**config.mk**
```make
export PLATFORM = sky130hd
export DESIGN_NAME = spi_cmd_regfile
export DESIGN_NICKNAME = d
export VERILOG_FILES = /design/src/rtl/spi_cmd_pkg.sv /design/src/rtl/pwm_channel.sv /design/src/rtl/spi_cmd_regfile.sv
export SDC_FILE = /design/constraint.sdc
export NUM_CORES = 1
export LEC_CHECK = 0
export ABC_CLOCK_PERIOD_IN_PS = 3750
export BUFFER_PORTS_ARGS = -buffer_cell sky130_fd_sc_hd__buf_4
export CORE_AREA = 3 3 121 94
export DETAILED_ROUTE_END_ITERATION = 8
export DIE_AREA = 0 0 124 97
export PLACE_DENSITY = 0.75
export RECOVER_POWER = 50
export SLEW_MARGIN = 20
export SYNTH_ARGS = -nofsm -noshare
export SYNTH_HDL_FRONTEND = slang
export SYNTH_HIERARCHICAL = 1
export SYNTH_SLANG_ARGS = --single-unit
```
**constraint.sdc**
```tcl
create_clock -name clk -period 3.75 [get_ports clk]
set_input_delay 0 -clock clk [delete_from_list [all_inputs] [get_ports clk]]
set_output_delay 0 -clock clk [all_outputs]
set_load 0.005 [all_outputs]
```
**src/rtl/spi_cmd_pkg.sv**
```systemverilog
// Shared types and constants for the SPI command register file.
// Latency: n/a (declarations only).
// Backpressure: n/a (declarations only).
//
// Contents: FSM state enum, register address map, opcode bit positions.
package spi_cmd_pkg;

    typedef enum logic [2:0] {
        ST_IDLE,
        ST_WDATA,
        ST_RDATA,
        ST_DONE,
        ST_ERROR
    } state_t;

    // Register map, indexed by opcode bits [2:0]
    localparam logic [2:0] ADDR_MASK    = 3'd0;
    localparam logic [2:0] ADDR_DUTY0   = 3'd1;
    localparam logic [2:0] ADDR_DUTY1   = 3'd2;
    localparam logic [2:0] ADDR_DUTY2   = 3'd3;
    localparam logic [2:0] ADDR_DUTY3   = 3'd4;
    localparam logic [2:0] ADDR_ID      = 3'd5;
    localparam logic [2:0] ADDR_SCRATCH = 3'd6;
    localparam logic [2:0] ADDR_ERRCNT  = 3'd7;

    // Opcode byte layout: [7] write, [6:3] reserved (must be 0), [2:0] address
    localparam int OP_WRITE_BIT = 7;
    localparam int OP_RSVD_MSB  = 6;
    localparam int OP_RSVD_LSB  = 3;
    localparam int OP_ADDR_MSB  = 2;
    localparam int OP_ADDR_LSB  = 0;

    function automatic logic op_rsvd_bad(input logic [7:0] op);
        return |op[OP_RSVD_MSB:OP_RSVD_LSB];
    endfunction

    function automatic logic [2:0] op_addr(input logic [7:0] op);
        return op[OP_ADDR_MSB:OP_ADDR_LSB];
    endfunction

endpackage

```
**src/rtl/pwm_channel.sv**
```systemverilog
// One PWM output: shadowed duty register compared against a shared free-running counter.
// Latency: led is registered, one clk behind the counter value it was compared with.
// Backpressure: none; duty is sampled into the shadow only on the counter wrap cycle.
//
// Ports: clk, rst_n; cnt/cnt_wrap from the shared counter; duty (live register value);
//        enable (mask bit); led (registered drive).
module pwm_channel #(
    parameter int PWM_WIDTH = 8
) (
    input  logic                 clk,
    input  logic                 rst_n,
    input  logic [PWM_WIDTH-1:0] cnt,
    input  logic                 cnt_wrap,
    input  logic [PWM_WIDTH-1:0] duty,
    input  logic                 enable,
    output logic                 led
);

    logic [PWM_WIDTH-1:0] duty_shadow;

    // Shadow reloads as the counter rolls over so a period never mixes two duties.
    always_ff @(posedge clk or negedge rst_n) begin
        if (!rst_n) begin
            duty_shadow <= '0;
            led         <= 1'b0;
        end else begin
            if (cnt_wrap) begin
                duty_shadow <= duty;
            end
            led <= enable && (cnt < duty_shadow);
        end
    end

endmodule

```
**src/rtl/spi_cmd_regfile.sv**
```systemverilog
// Framed opcode/data SPI command parser feeding a small register file that drives PWM LEDs.
// Latency: register writes and read responses land 1 clk after the accepted cmd_valid.
// Backpressure: none; every cmd_valid seen while selected is consumed, deselected bytes are dropped.
//
// Ports: clk, rst_n (async active-low); spi_ssel (raw, async, active-low chip select);
//        cmd/cmd_valid (byte stream from the SPI slave); response (byte for the next slot);
//        led[NUM_LEDS] (PWM drive); err_pulse (one clk per offending byte).
// Build option: define SPI_CMD_BURST_EN for auto-incrementing burst reads/writes.
module spi_cmd_regfile
    import spi_cmd_pkg::*;
#(
    parameter int          NUM_LEDS  = 4,     // at most 4 with this register map
    parameter int          PWM_WIDTH = 8,
    parameter logic [7:0]  ID_BYTE   = 8'hA8
) (
    input  logic                clk,
    input  logic                rst_n,
    input  logic                spi_ssel,
    input  logic [7:0]          cmd,
    input  logic                cmd_valid,
    output logic [7:0]          response,
    output logic [NUM_LEDS-1:0] led,
    output logic                err_pulse
);

    // ---------------- chip-select synchroniser ----------------
    logic ssel_meta, ssel_sync, ssel_prev;
    logic ssel_rise, byte_vld;

    always_ff @(posedge clk or negedge rst_n) begin
        if (!rst_n) begin
            ssel_meta <= 1'b1;
            ssel_sync <= 1'b1;
            ssel_prev <= 1'b1;
        end else begin
            ssel_meta <= spi_ssel;
            ssel_sync <= ssel_meta;
            ssel_prev <= ssel_sync;
        end
    end

    assign ssel_rise = ssel_sync & ~ssel_prev;
    assign byte_vld  = cmd_valid & ~ssel_sync;

    // ---------------- register file ----------------
    logic [3:0]       mask_q;
    logic [3:0][7:0]  duty_q;
    logic [7:0]       scratch_q;
    logic [7:0]       errcnt_q;
    logic [7:0]       reg_rd [8];

    always_comb begin
        reg_rd[ADDR_MASK]    = {4'h0, mask_q};
        reg_rd[ADDR_DUTY0]   = duty_q[0];
        reg_rd[ADDR_DUTY1]   = duty_q[1];
        reg_rd[ADDR_DUTY2]   = duty_q[2];
        reg_rd[ADDR_DUTY3]   = duty_q[3];
        reg_rd[ADDR_ID]      = ID_BYTE;
        reg_rd[ADDR_SCRATCH] = scratch_q;
        reg_rd[ADDR_ERRCNT]  = errcnt_q;
    end

    // ---------------- frame FSM ----------------
    state_t     state_q, state_d;
    logic [2:0] addr_q, addr_d;
    logic [7:0] resp_d;
    logic       wr_en;
    logic       err_evt;

    always_comb begin
        state_d = state_q;
        addr_d  = addr_q;
        resp_d  = response;
        wr_en   = 1'b0;
        err_evt = 1'b0;

        if (ssel_rise) begin
            state_d = ST_IDLE;
        end else if (byte_vld) begin
            case (state_q)
                ST_IDLE: begin
                    addr_d = op_addr(cmd);
                    if (op_rsvd_bad(cmd)) begin
                        state_d = ST_ERROR;
                        err_evt = 1'b1;
                    end else if (cmd[OP_WRITE_BIT]) begin
                        state_d = ST_WDATA;
                    end else begin
                        state_d = ST_RDATA;
                        resp_d  = reg_rd[op_addr(cmd)];
                    end
                end
                ST_WDATA: begin
                    // Writes to the ID address fall through the write case untouched.
                    wr_en = 1'b1;
`ifdef SPI_CMD_BURST_EN
                    addr_d = addr_q + 3'd1;
`else
                    state_d = ST_DONE;
`endif
                end
                ST_RDATA: begin
`ifdef SPI_CMD_BURST_EN
                    addr_d = addr_q + 3'd1;
                    resp_d = reg_rd[addr_q + 3'd1];
`else
                    state_d = ST_DONE;
`endif
                end
                ST_DONE: begin
                    err_evt = 1'b1;
                end
                ST_ERROR: begin
                    // Bytes are swallowed until the frame ends.
                end
                default: begin
                    state_d = ST_IDLE;
                end
            endcase
        end

        // The response only carries register data while a read is open.
        if (state_d != ST_RDATA) begin
            resp_d = ID_BYTE;
        end
    end

    always_ff @(posedge clk or negedge rst_n) begin
        if (!rst_n) begin
            state_q   <= ST_IDLE;
            addr_q    <= '0;
            response  <= ID_BYTE;
            err_pulse <= 1'b0;
        end else begin
            state_q   <= state_d;
            addr_q    <= addr_d;
            response  <= resp_d;
            err_pulse <= err_evt;
        end
    end

    always_ff @(posedge clk or negedge rst_n) begin
        if (!rst_n) begin
            mask_q    <= '0;
            duty_q    <= '0;
            scratch_q <= '0;
            errcnt_q  <= '0;
        end else if (wr_en) begin
            case (addr_q)
                ADDR_MASK:    mask_q    <= cmd[3:0];
                ADDR_DUTY0:   duty_q[0] <= cmd;
                ADDR_DUTY1:   duty_q[1] <= cmd;
                ADDR_DUTY2:   duty_q[2] <= cmd;
                ADDR_DUTY3:   duty_q[3] <= cmd;
                ADDR_SCRATCH: scratch_q <= cmd;
                ADDR_ERRCNT:  errcnt_q  <= '0;   // any write clears the count
                default:      ;                  // ID is read-only
            endcase
        end else if (err_evt && (errcnt_q != 8'hFF)) begin
            errcnt_q <= errcnt_q + 8'd1;
        end
    end

    // ---------------- PWM ----------------
    logic [PWM_WIDTH-1:0] pwm_cnt;
    logic                 pwm_wrap;

    assign pwm_wrap = &pwm_cnt;

    always_ff @(posedge clk or negedge rst_n) begin
        if (!rst_n) begin
            pwm_cnt <= '0;
        end else begin
            pwm_cnt <= pwm_cnt + 1'b1;
        end
    end

    for (genvar i = 0; i < NUM_LEDS; i++) begin : g_pwm
        pwm_channel #(
            .PWM_WIDTH (PWM_WIDTH)
        ) u_pwm (
            .clk      (clk),
            .rst_n    (rst_n),
            .cnt      (pwm_cnt),
            .cnt_wrap (pwm_wrap),
            .duty     (PWM_WIDTH'(duty_q[i])),
            .enable   (mask_q[i]),
            .led      (led[i])
        );
    end

endmodule

```
==> flow_metrics.tcl <==
set metrics [dict create \
    drv_cap 1 \
    worstMarginPinSlew_ps 1838 \
    ys_seq_area_share_pct 50.81 \
    finalSetupTns_ps 0 \
    cts_resized 0 \
    power_frac_clock_pct 51.8 \
    grt_usage_pct 22.90 \
    synthSimpleGateAreaFrac_pct 11.74 \
    period_minus_slack_ps 2495 \
    diodes 0 \
    htreeDepth 4 \
    crit_arrival_ps 2870 \
    routed_wl_microns 13040 \
    cts.sinks 114 \
    violations "capacitance limit, slew limit" \
    place_area_sq_um 5899 \
    grt_pass1_wl_microns 20930 \
    fin_area_sq_um 6575 \
    dp_hpwl_microns 9151 \
    syn_area_sq_um 5629 \
    drt_pass1_iterations 5 \
    skew_ps 10.87 \
    antenna_found_initial 0 \
    postSynthAreaPerCell_sq_um 11.12 \
    seqPwrFrac_pct 41.9 \
    powerDensity_nw_per_um2 493.4 \
    syn_inst 506 \
    synthFlopType "dfrtp_1" \
    synth_xor_xnor_area_share_pct 1.089 \
    synth_edf_count 0 \
    insertion_delay_ps 420 \
    postRouteAntennaNets 0 \
    cp.buffers_inverters 3 \
    wl_per_cell_microns 18.90 \
    outcome "complete, but fails checks" \
    p_leak_nw 3.029 \
    p_comb_share_pct 6.3 \
    port_buffers 24 \
    start_kind "input port" \
    synthArstFlopShare_pct 100.0 \
    hold_viol_final 0 \
    timing.fmax_mhz 400.7 \
    cts_root_buffer "clkbuf_16" \
    viasPerCell 5.861 \
    required_ps 4130 \
    yosysUniqueCellTypes 54 \
    finalMaxSlewViolations 35 \
    syn_nets 548 \
    tritoncts "built" \
    clk_pin_slew_ps 50 \
    row_count 32 \
    setup_ws_ps 1255 \
    period_share_pct 66.54 \
    drtIter0Drc 456 \
    setup_viol 0 \
    dieHeight_microns 97 \
    mostFrequentLayoutCell "dfrtp_1" \
    swShare_pct 21.90 \
    synth_top_family_by_area "multiplexers" \
    internal-power_mw 2.534 \
    gp_congestion 0.8624 \
    yosys.area_share.adder_pct 6.668 \
    drc_errors 0 \
    crit_path_max_fanout 42 \
    fin_nets 583 \
    drive_above_1_share_pct 21.84 \
    grt_overflow_total 0 \
    crit_family "buffers and inverters" \
    ys_seq_elements 114 \
    slowest_stage "clkbuf_1" \
    slew_headroom_pct -22.54 \
    clk_path_buf_depth 2 \
    rsz0062_at_grt "no" \
    synthMuxAreaShare_pct 13.96 \
    vdd_drop_max_mv 0.3370 \
    switching_power_uw 710.6 \
    ys_warn_count 6 \
    die_area_sq_um 12030 \
    io_pins 25 \
    die_width_microns 124 \
    slowest_delay_ps 1310 \
    place_ws_ps 1494 \
    cts_buffers 17 \
    fin_util_pct 64.15 \
    hold_class "input port to flop" \
    start_util_pct 54.92 \
    finalHoldWorstSlack_ps 22.04 \
    grt_max_degree 61 \
    grt_pass1_vias 3951 \
    syn_to_final_growth_pct 16.80 \
    final_cell_mix "dfrtp_1 (108), mux2_2 (54), nand2_1 (50)" \
    synth_compound_gate_area_share_pct 11.45 \
    coreArea_sq_um 10250 \
    end_kind "asynchronous set/reset pin" \
    critical_path_class "input port to asynchronous set/reset pin" \
    dr_total_vias 4044 \
    path_cells "dlygate4sd3_1 -> clkbuf_1 -> clkbuf_2" \
]
## final timing paths
path / from / to / slack (ps) / cells past startpoint
max in group clk: cmd[4] / errcnt_q[6] / 1430 / 7
hold reg to reg: ssel_meta / ssel_sync / 360 / 0
setup reg to reg: ssel_sync / duty_q[23] / 1440 / 4
min in group asynchronous: rst_n / g_pwm[3].u_pwm/duty_shadow[1] / 620 / 2
hold / removal: cmd_valid / state_q[2] / 20 / 4
setup / recovery: rst_n / duty_q[21] / 1250 / 3
## state kept, by name, summed over array words and instances (netlist names)
name and count:
duty_q 32, g_pwm.u_pwm/duty_shadow 32, errcnt_q 8, pwm_cnt 8, response 8, scratch_q 8
g_pwm.u_pwm/led 4, mask_q 4, addr_q 3, state_q 3, err_pulse 1, ssel_meta 1
ssel_prev 1, ssel_sync 1
## cell type report
| type | instances | area, sq um |
|---|---|---|
| fill | 825 | 3675 |
| sequential | 114 | 2860 |
| multi-input combinational | 337 | 2527 |
| clock buffer | 28 | 526.8 |
| timing repair buffer | 34 | 256.5 |
| tap | 136 | 170.2 |
| inverter | 37 | 138.9 |
| clock inverter | 4 | 95.09 |
## power by group through the flow
stage | Combinational [mW] | Sequential, mW | Clock [mW]
3_5_place_dp | 0.202 | 1.38 | 0
5_1_grt | 0.228 | 1.37 | 1.76
6_report | 0.206 | 1.36 | 1.68
4_1_cts | 0.209 | 1.36 | 1.70
2_1_floorplan | 0.134 | 1.35 | 0
3_3_place_gp | 0.191 | 1.37 | 0
## logic make-up (layout without fill, tap and decap cells)
group	Yosys count	after routing
AND/OR/NAND/NOR	131	131
flip-flops	114	114
AO/OA/AOI/OAI	101	101
multiplexers	68	68
buffers and inverters	55	103
adder cells (fa/ha/maj)	30	30
XOR/XNOR	7	7
## tightest hold or removal path: stages
cell and delay [ps]:
buf_4 120, o21ai_0 80, o21ai_0 90, o31ai_1 90
## through the flow
step	power, mW	instances
after floorplan	1.485	506
after global placement	1.564	651
final	3.244	690
after global routing	3.355	690
after detailed placement	1.579	651
after CTS	3.262	690
## repair_timing
item,4_1_cts,5_1_grt
hold buffers,7,0
endpoints found under the hold margin,59,0
buffers inserted,0,0
## Yosys cell counts, types with 4 or more instances
master	instances	share of area (%)
nor2b_1	11	1.2
dfrtp_1	108	48
clkbuf_1	6	0.40
o211ai_1	9	1.2
o21ai_0	45	4.0
buf_2	4	0.36
o21ai_1	4	0.36
buf_4	4	0.53
a21oi_1	10	0.89
nand4_1	8	0.89
a211oi_2	4	0.89
nand2_1	50	3.3
dfstp_2	6	2.8
nor2_1	20	1.3
o22ai_1	4	0.44
nand2b_1	6	0.67
nor3_1	7	0.62
a2111oi_0	4	0.62
xnor2_1	5	0.78
nand3_1	9	0.80
inv_1	37	2.5
mux2_2	54	11
mux2i_1	11	2.0
a211oi_1	5	0.67
ha_1	30	6.7
## metal layers
metal	wire (microns)	GRT usage [%]	vias up
li1	-	-	1883
met1	6050	34.03	2016
met2	5993	32.86	126
met3	805	6.546	19
met4	190	6.229	0
met5	0	0	-
Note: power is estimated with default switching activity, not from simulation.
